## config.mk

```make
export PLATFORM = sky130hd
export DESIGN_NAME = mips_divider
export DESIGN_NICKNAME = d
export VERILOG_FILES = /design/src/rtl/mips_divider.sv
export SDC_FILE = /design/constraint.sdc
export NUM_CORES = 1
export LEC_CHECK = 0
export ABC_AREA = 0
export CORE_MARGIN = 2
export CORE_UTILIZATION = 45
export CTS_BUF_LIST = sky130_fd_sc_hd__clkbuf_8
export DETAILED_ROUTE_END_ITERATION = 12
export GPL_ROUTABILITY_DRIVEN = 0
export PLACE_DENSITY = 0.64
export REMOVE_ABC_BUFFERS = 1
export SKIP_LAST_GASP = 1
export SLEW_MARGIN = 30
export SYNTH_ARGS = -nofsm -noshare
export SYNTH_HDL_FRONTEND = slang
export SYNTH_SLANG_ARGS = --single-unit
```

## constraint.sdc

```tcl
create_clock -name CLK -period 3.8 [get_ports CLK]
set_input_delay 0.76 -clock CLK [delete_from_list [all_inputs] [get_ports CLK]]
set_output_delay 0.76 -clock CLK [all_outputs]
set_load 0.01 [all_outputs]
```

## src/rtl/mips_divider.sv

```systemverilog
// mips_divider
// ------------
// Multi-cycle restoring integer divider for the MIPS HI/LO unit (DIV / DIVU).
// One shift-and-subtract step per clock on an adder-based subtractor.
//
// Ports:
//   CLK          clock, all state changes on the rising edge
//   RESET        synchronous active-high reset, highest priority
//   START        request a division, honoured only while idle
//   SIGNED       1 = DIV (two's complement), 0 = DIVU, sampled with START
//   DIVIDEND     numerator (rs), sampled with START
//   DIVISOR      denominator (rt), sampled with START
//   QUOTIENT     result to LO, updated only when DONE is raised
//   REMAINDER    result to HI, updated only when DONE is raised
//   BUSY         high while an operation is in progress
//   DONE         one-cycle pulse when QUOTIENT/REMAINDER are valid
//   DIV_BY_ZERO  raised with DONE for a zero divisor, held until next START
module mips_divider #(
  parameter int WIDTH = 32
) (
  input  logic             CLK,
  input  logic             RESET,
  input  logic             START,
  input  logic             SIGNED,
  input  logic [WIDTH-1:0] DIVIDEND,
  input  logic [WIDTH-1:0] DIVISOR,
  output logic [WIDTH-1:0] QUOTIENT,
  output logic [WIDTH-1:0] REMAINDER,
  output logic             BUSY,
  output logic             DONE,
  output logic             DIV_BY_ZERO
);

  localparam int CW = (WIDTH > 1) ? $clog2(WIDTH) : 1;

  typedef enum logic [1:0] {
    IDLE  = 2'd0,
    ITER  = 2'd1,
    FIXUP = 2'd2
  } state_t;

  // Two's complement negation.
  function automatic logic [WIDTH-1:0] negate(input logic [WIDTH-1:0] x);
    negate = ~x + {{(WIDTH-1){1'b0}}, 1'b1};
  endfunction

  // Magnitude of an operand; the most-negative value maps to 2^(WIDTH-1)
  // read as unsigned, so it needs no special handling.
  function automatic logic [WIDTH-1:0] magnitude(input logic [WIDTH-1:0] x,
                                                 input logic             sgn);
    if (sgn && x[WIDTH-1]) begin
      magnitude = negate(x);
    end else begin
      magnitude = x;
    end
  endfunction

  state_t           state_r;
  logic [CW-1:0]    cnt_r;
  logic             sgn_r;
  logic             a_neg_r;
  logic             b_neg_r;
  logic [WIDTH-1:0] q_r;       // dividend magnitude shifting out, quotient shifting in
  logic [WIDTH-1:0] rem_r;     // partial remainder
  logic [WIDTH-1:0] d_r;       // divisor magnitude

  logic [WIDTH:0]   r_shift_s;
  logic [WIDTH-1:0] diff_s;
  logic             carry_s;
  logic             ge_s;
  logic [WIDTH-1:0] rem_next_s;
  logic [WIDTH-1:0] q_next_s;
  logic [WIDTH-1:0] quot_fix_s;
  logic [WIDTH-1:0] rem_fix_s;
  logic             div_zero_s;

  // Datapath: one restoring step plus the final sign fix-up.
  always_comb begin
    r_shift_s = {rem_r, q_r[WIDTH-1]};
    // WIDTH-bit subtract on the low bits; a set top bit of the shifted
    // remainder already guarantees R' >= D, and the low-bit difference is
    // then the true result because the remainder always ends below D.
    {carry_s, diff_s} = {1'b0, r_shift_s[WIDTH-1:0]} + {1'b0, ~d_r}
                        + {{WIDTH{1'b0}}, 1'b1};
    ge_s = r_shift_s[WIDTH] | carry_s;
    if (ge_s) begin
      rem_next_s = diff_s;
    end else begin
      rem_next_s = r_shift_s[WIDTH-1:0];
    end
    q_next_s = {q_r[WIDTH-2:0], ge_s};

    // Quotient truncates toward zero, remainder follows the dividend sign.
    if (sgn_r && (a_neg_r != b_neg_r)) begin
      quot_fix_s = negate(q_r);
    end else begin
      quot_fix_s = q_r;
    end
    if (sgn_r && a_neg_r) begin
      rem_fix_s = negate(rem_r);
    end else begin
      rem_fix_s = rem_r;
    end

    div_zero_s = (DIVISOR == {WIDTH{1'b0}});
  end

  // Control FSM with registered result and handshake outputs.
  always_ff @(posedge CLK) begin
    if (RESET) begin
      state_r     <= IDLE;
      cnt_r       <= {CW{1'b0}};
      sgn_r       <= 1'b0;
      a_neg_r     <= 1'b0;
      b_neg_r     <= 1'b0;
      q_r         <= {WIDTH{1'b0}};
      rem_r       <= {WIDTH{1'b0}};
      d_r         <= {WIDTH{1'b0}};
      QUOTIENT    <= {WIDTH{1'b0}};
      REMAINDER   <= {WIDTH{1'b0}};
      BUSY        <= 1'b0;
      DONE        <= 1'b0;
      DIV_BY_ZERO <= 1'b0;
    end else begin
      case (state_r)
        IDLE: begin
          if (START) begin
            sgn_r       <= SIGNED;
            a_neg_r     <= DIVIDEND[WIDTH-1];
            b_neg_r     <= DIVISOR[WIDTH-1];
            q_r         <= magnitude(DIVIDEND, SIGNED);
            d_r         <= magnitude(DIVISOR, SIGNED);
            rem_r       <= {WIDTH{1'b0}};
            cnt_r       <= {CW{1'b0}};
            DIV_BY_ZERO <= 1'b0;
            if (div_zero_s) begin
              // Zero divisor resolves immediately without iterating.
              state_r     <= IDLE;
              BUSY        <= 1'b0;
              DONE        <= 1'b1;
              DIV_BY_ZERO <= 1'b1;
              QUOTIENT    <= {WIDTH{1'b1}};
              REMAINDER   <= DIVIDEND;
            end else begin
              state_r <= ITER;
              BUSY    <= 1'b1;
              DONE    <= 1'b0;
            end
          end else begin
            state_r <= IDLE;
            BUSY    <= 1'b0;
            DONE    <= 1'b0;
          end
        end

        ITER: begin
          q_r   <= q_next_s;
          rem_r <= rem_next_s;
          DONE  <= 1'b0;
          BUSY  <= 1'b1;
          if (cnt_r == CW'(WIDTH - 1)) begin
            state_r <= FIXUP;
            cnt_r   <= {CW{1'b0}};
          end else begin
            state_r <= ITER;
            cnt_r   <= cnt_r + {{(CW-1){1'b0}}, 1'b1};
          end
        end

        FIXUP: begin
          QUOTIENT  <= quot_fix_s;
          REMAINDER <= rem_fix_s;
          BUSY      <= 1'b0;
          DONE      <= 1'b1;
          state_r   <= IDLE;
        end

        default: begin
          // Unreachable encoding: fall back to a quiet idle.
          state_r <= IDLE;
          cnt_r   <= {CW{1'b0}};
          BUSY    <= 1'b0;
          DONE    <= 1'b0;
        end
      endcase
    end
  end

endmodule

```

==> run summary <==
The tools report the count of unresolved DRC violations after routing as 0. The logs give 67 for the pin count of the biggest net entering global routing and 56 for the row count. The floorplan step set the die height to 158 um.

The number of fill cells in the layout is 2304, and the clock slew at the register clock pins of the worst setup and hold paths is 110 ps. Measured against its own limit, the worst slew margin works out to 38.8%. Leaving out fill and tap cells, the most frequent cells in the layout are 173 x sky130_fd_sc_hd__dfxtp_1, 146 x sky130_fd_sc_hd__nor2_1, 133 x sky130_fd_sc_hd__clkdlybuf4s50_1. The minimum clock period after layout came out at 3590 ps. The detailed router finished its first iteration with 635 violations.

The number of CTS-inserted buffers is 17, and the post-synthesis sequential element count is 173. STA classifies the critical path startpoint as a register. The critical path ends at rem_r[13]. Proportion of register bits with asynchronous set or reset after synthesis: 0%. Setup violations remaining at the end of the flow were counted as 0. The clock network accounts for 31.0% of the total power. The mapped netlist covers 10700 sq um. Global routing consumed, on the met2 layer, 40.7% of the routing resources. Of the available clock period, the critical path in the final layout requires 94.4%. At the later pin of the worst-skew pair, clock insertion delay measures 480 ps. Synthesis instantiated 70 different standard cells from the library. Yosys mapped a number of flops with a built-in enable equal to 0. The average wire per standard cell is 16.5 um, and the number of hold buffers added after cts is 0. The routed layout has 10100 vias.

IR analysis of the VDD net gives a maximum drop of 0.165 mV. For flop-to-flop paths, the worst setup slack is 210 ps. In the routed layout, each cell is associated on average with a via count of 5.66. During I/O placement, the number of pins put on the boundary was 135. Worst hold path startpoint: d_r[15].

Each instance of the synthesized netlist takes up on average 8.00 sq um. The run gives 45.7% as the effective utilization at floorplan. Tracing the worst setup path back leads to its startpoint at q_r[31]. The run gives 0 as the total count of hold-check failures in the final report. Of the total power, the share spent switching nets is 33.5%. After global routing the overflow that remains totals 0. CTS placed an instance of sky130_fd_sc_hd__clkbuf_8 at the clock tree root. The footprint of the multi-input gates was 6710 sq um; the max-cap violation count was 0. The switching power is 0.00140 W. Leaving out fill and tap cells, the most frequent cell in the layout is sky130_fd_sc_hd__dfxtp_1. Relative to the synthesized area, the layout overhead comes to 20.7%.

TritonCTS built the clock tree. Summing the sequential cell areas from Yosys gives 32.4% of the chip area. The global routing's busiest layer was met2. Footprint of the flip-flops and latches: 3460 sq um.

The number of antenna violations at the first check in global routing came out at 0. Global routing used 31.3% of the available met1 tracks. The count of input and output buffers is 134, and the total of warnings raised by yosys is 0. At the worst endpoint, the arrival time is 4000 ps. The run finished with clean final reports. After floorplanning, the core was sized to cover 23400 sq um. The clock drives 173 sinks. The tools report the reg-to-reg critical path startpoint as q_r[31].

Classification of the worst setup path: register to register. The maximum operating frequency was 279 MHz; the worst-case clock buffer depth was 2. The clock arrives with 20.4 ps of skew.

For the worst setup path, the data required time is 4210 ps. After routing, the total negative slack on setup checks comes to 0 ps. At the end of the flow, the number of nets in the layout was 1554.

The first global-routing pass estimated 47.9 mm of wire. Sequential cells burn 46.8% of the power. The tools report the post-synthesis instance total as 1336.

For the number of global-route vias before repair, the log shows 9350. Setup repair after global routing left no endpoint under its margin. Total routing resource utilization after global routing: 23.9%. Internal power comes to 0.00278 W. Detailed placement ended at an HPWL of 22.3 mm. The slew at the pin closest to its max-slew limit is 910 ps.

STA classifies the critical path endpoint as a register. In this run the worst hold path is classified as register to register. The fraction of final layout cells sized beyond drive strength 1 was 9.04%. The number of cells on the worst reg-to-reg path is 13. The power per standard cell area was 324 nW/um^2. The number of antenna-violating nets in the routed design is 0. The run gives 2.76% as the met3 track demand over resource in global routing. Measured on the finished design, the core utilization comes to 55.1%.

The largest fanout on the critical path was 13. Combinational logic is responsible for 22.2% of the overall power. Post-CTS setup repair buffer count: 0. The die covers 25000 sq um. The die is 158 um wide. The number of cells traversed by the worst hold path was 2; the final routed wirelength across all metal layers was 29.4 mm.

For the total of cells resized after clock tree synthesis, the log shows 0. The number of max-slew violations in the final report came out at 0. The maximum level of the CTS H-tree was 4; the number of detailed-route iterations in the first pass was 6. For this run, the leading register cell type out of synthesis is sky130_fd_sc_hd__dfxtp_1. The endpoint identified for the worst register-to-register timing path is rem_r[13].

Leakage dissipation: 4.79 nW.
logic make-up after synthesis:
kind of cell / after synthesis / share of synthesized area, %
AND/OR/NAND/NOR: 435 / 19.3
AO/OA/AOI/OAI: 409 / 27.2
flip-flops: 173 / 32.4
buffers and inverters: 141 / 5.04
XOR/XNOR: 137 / 11.2
adder cells (fa/ha/maj): 39 / 4.64
multiplexers: 2 / 0.187
critical path: stages (launching register included):
cell,delay [ps]
sky130_fd_sc_hd__dfxtp_1,370
sky130_fd_sc_hd__inv_1,130
sky130_fd_sc_hd__ha_1,250
sky130_fd_sc_hd__fa_1,380
sky130_fd_sc_hd__nand2b_1,200
sky130_fd_sc_hd__a211oi_1,350
sky130_fd_sc_hd__nor3_1,90
sky130_fd_sc_hd__o21ai_0,300
sky130_fd_sc_hd__a221oi_1,180
sky130_fd_sc_hd__o21ba_2,280
sky130_fd_sc_hd__o21a_1,230
sky130_fd_sc_hd__buf_12,160
sky130_fd_sc_hd__or4_1,510
sky130_fd_sc_hd__nand3_1,80
area by class of cell:
class | instances | area share [%]
multi-input combinational | 1022 | 52.0
sequential | 173 | 26.8
timing repair buffer | 178 | 13.4
tap | 319 | 3.09
clock buffer | 18 | 1.92
inverter | 55 | 1.60
clock inverter | 14 | 1.12
antenna | 1 | 0.0194
synth_stat cells, drive strengths merged (13+ instances only):
| library cell | count | area, sq um |
|---|---|---|
| o221a | 33 | 372 |
| dfxtp | 173 | 3460 |
| ha | 38 | 475 |
| buf | 13 | 57.6 |
| o211ai | 13 | 97.6 |
| xor2 | 58 | 508 |
| clkbuf | 73 | 274 |
| a222oi | 29 | 290 |
| a21oi | 115 | 576 |
| a21o | 13 | 97.6 |
| nand3 | 63 | 315 |
| a211oi | 37 | 283 |
| nand2b | 17 | 106 |
| nand2 | 104 | 393 |
| nor3 | 23 | 120 |
| nor2 | 150 | 571 |
| inv | 55 | 206 |
| or3 | 19 | 124 |
| o21ai | 64 | 320 |
| o31ai | 17 | 128 |
| xnor2 | 79 | 692 |
flip-flops by register name (all words and copies together) (netlist names):
signal,flops
b_neg_r,1
DONE,1
q_r,32
REMAINDER,32
a_neg_r,1
cnt_r,5
BUSY,1
QUOTIENT,32
DIV_BY_ZERO,1
rem_r,32
d_r,32
sgn_r,1
state_r,2
power groups by stage:
stage,Sequential (W),Combinational (W),Clock [W]
floorplan,0.00197,0.000612,0
global placement,0.00199,0.000910,0
detailed placement,0.00200,0.000921,0
CTS,0.00195,0.000924,0.00132
global route,0.00197,0.00103,0.00140
finish,0.00196,0.000928,0.00129
metrics by stage:
step / power [W] / area, sq um / cells / setup slack, ps / hold WS (ps)
5_1_grt: 0.00440 / 12900 / 1779 / 104 / 482
3_3_place_gp: 0.00290 / 12500 / 1747 / 29.0 / 442
4_1_cts: 0.00420 / 12900 / 1779 / 198 / 463
2_1_floorplan: 0.00259 / 10400 / 1250 / -4880 / 426
6_report: 0.00418 / 12900 / 1780 / 212 / 461
3_5_place_dp: 0.00292 / 12500 / 1747 / -65.2 / 450
layer usage:
| layer | part of all wire, % | vias up |
|---|---|---|
| met5 | 0 | - |
| met4 | 2.1 | 0 |
| met3 | 3.5 | 39 |
| met2 | 48 | 245 |
| met1 | 47 | 4649 |
| li1 | - | 5147 |
worst min-delay path by stage:
stage	endpoint	slack, ps
after global routing	d_r[15]	480
after detailed placement	REMAINDER[31]	450
after CTS	d_r[15]	460
final	d_r[15]	460
after floorplan	d_r[15]	430
after global placement	q_r[31]	440
(Power assumes the default switching activity.)
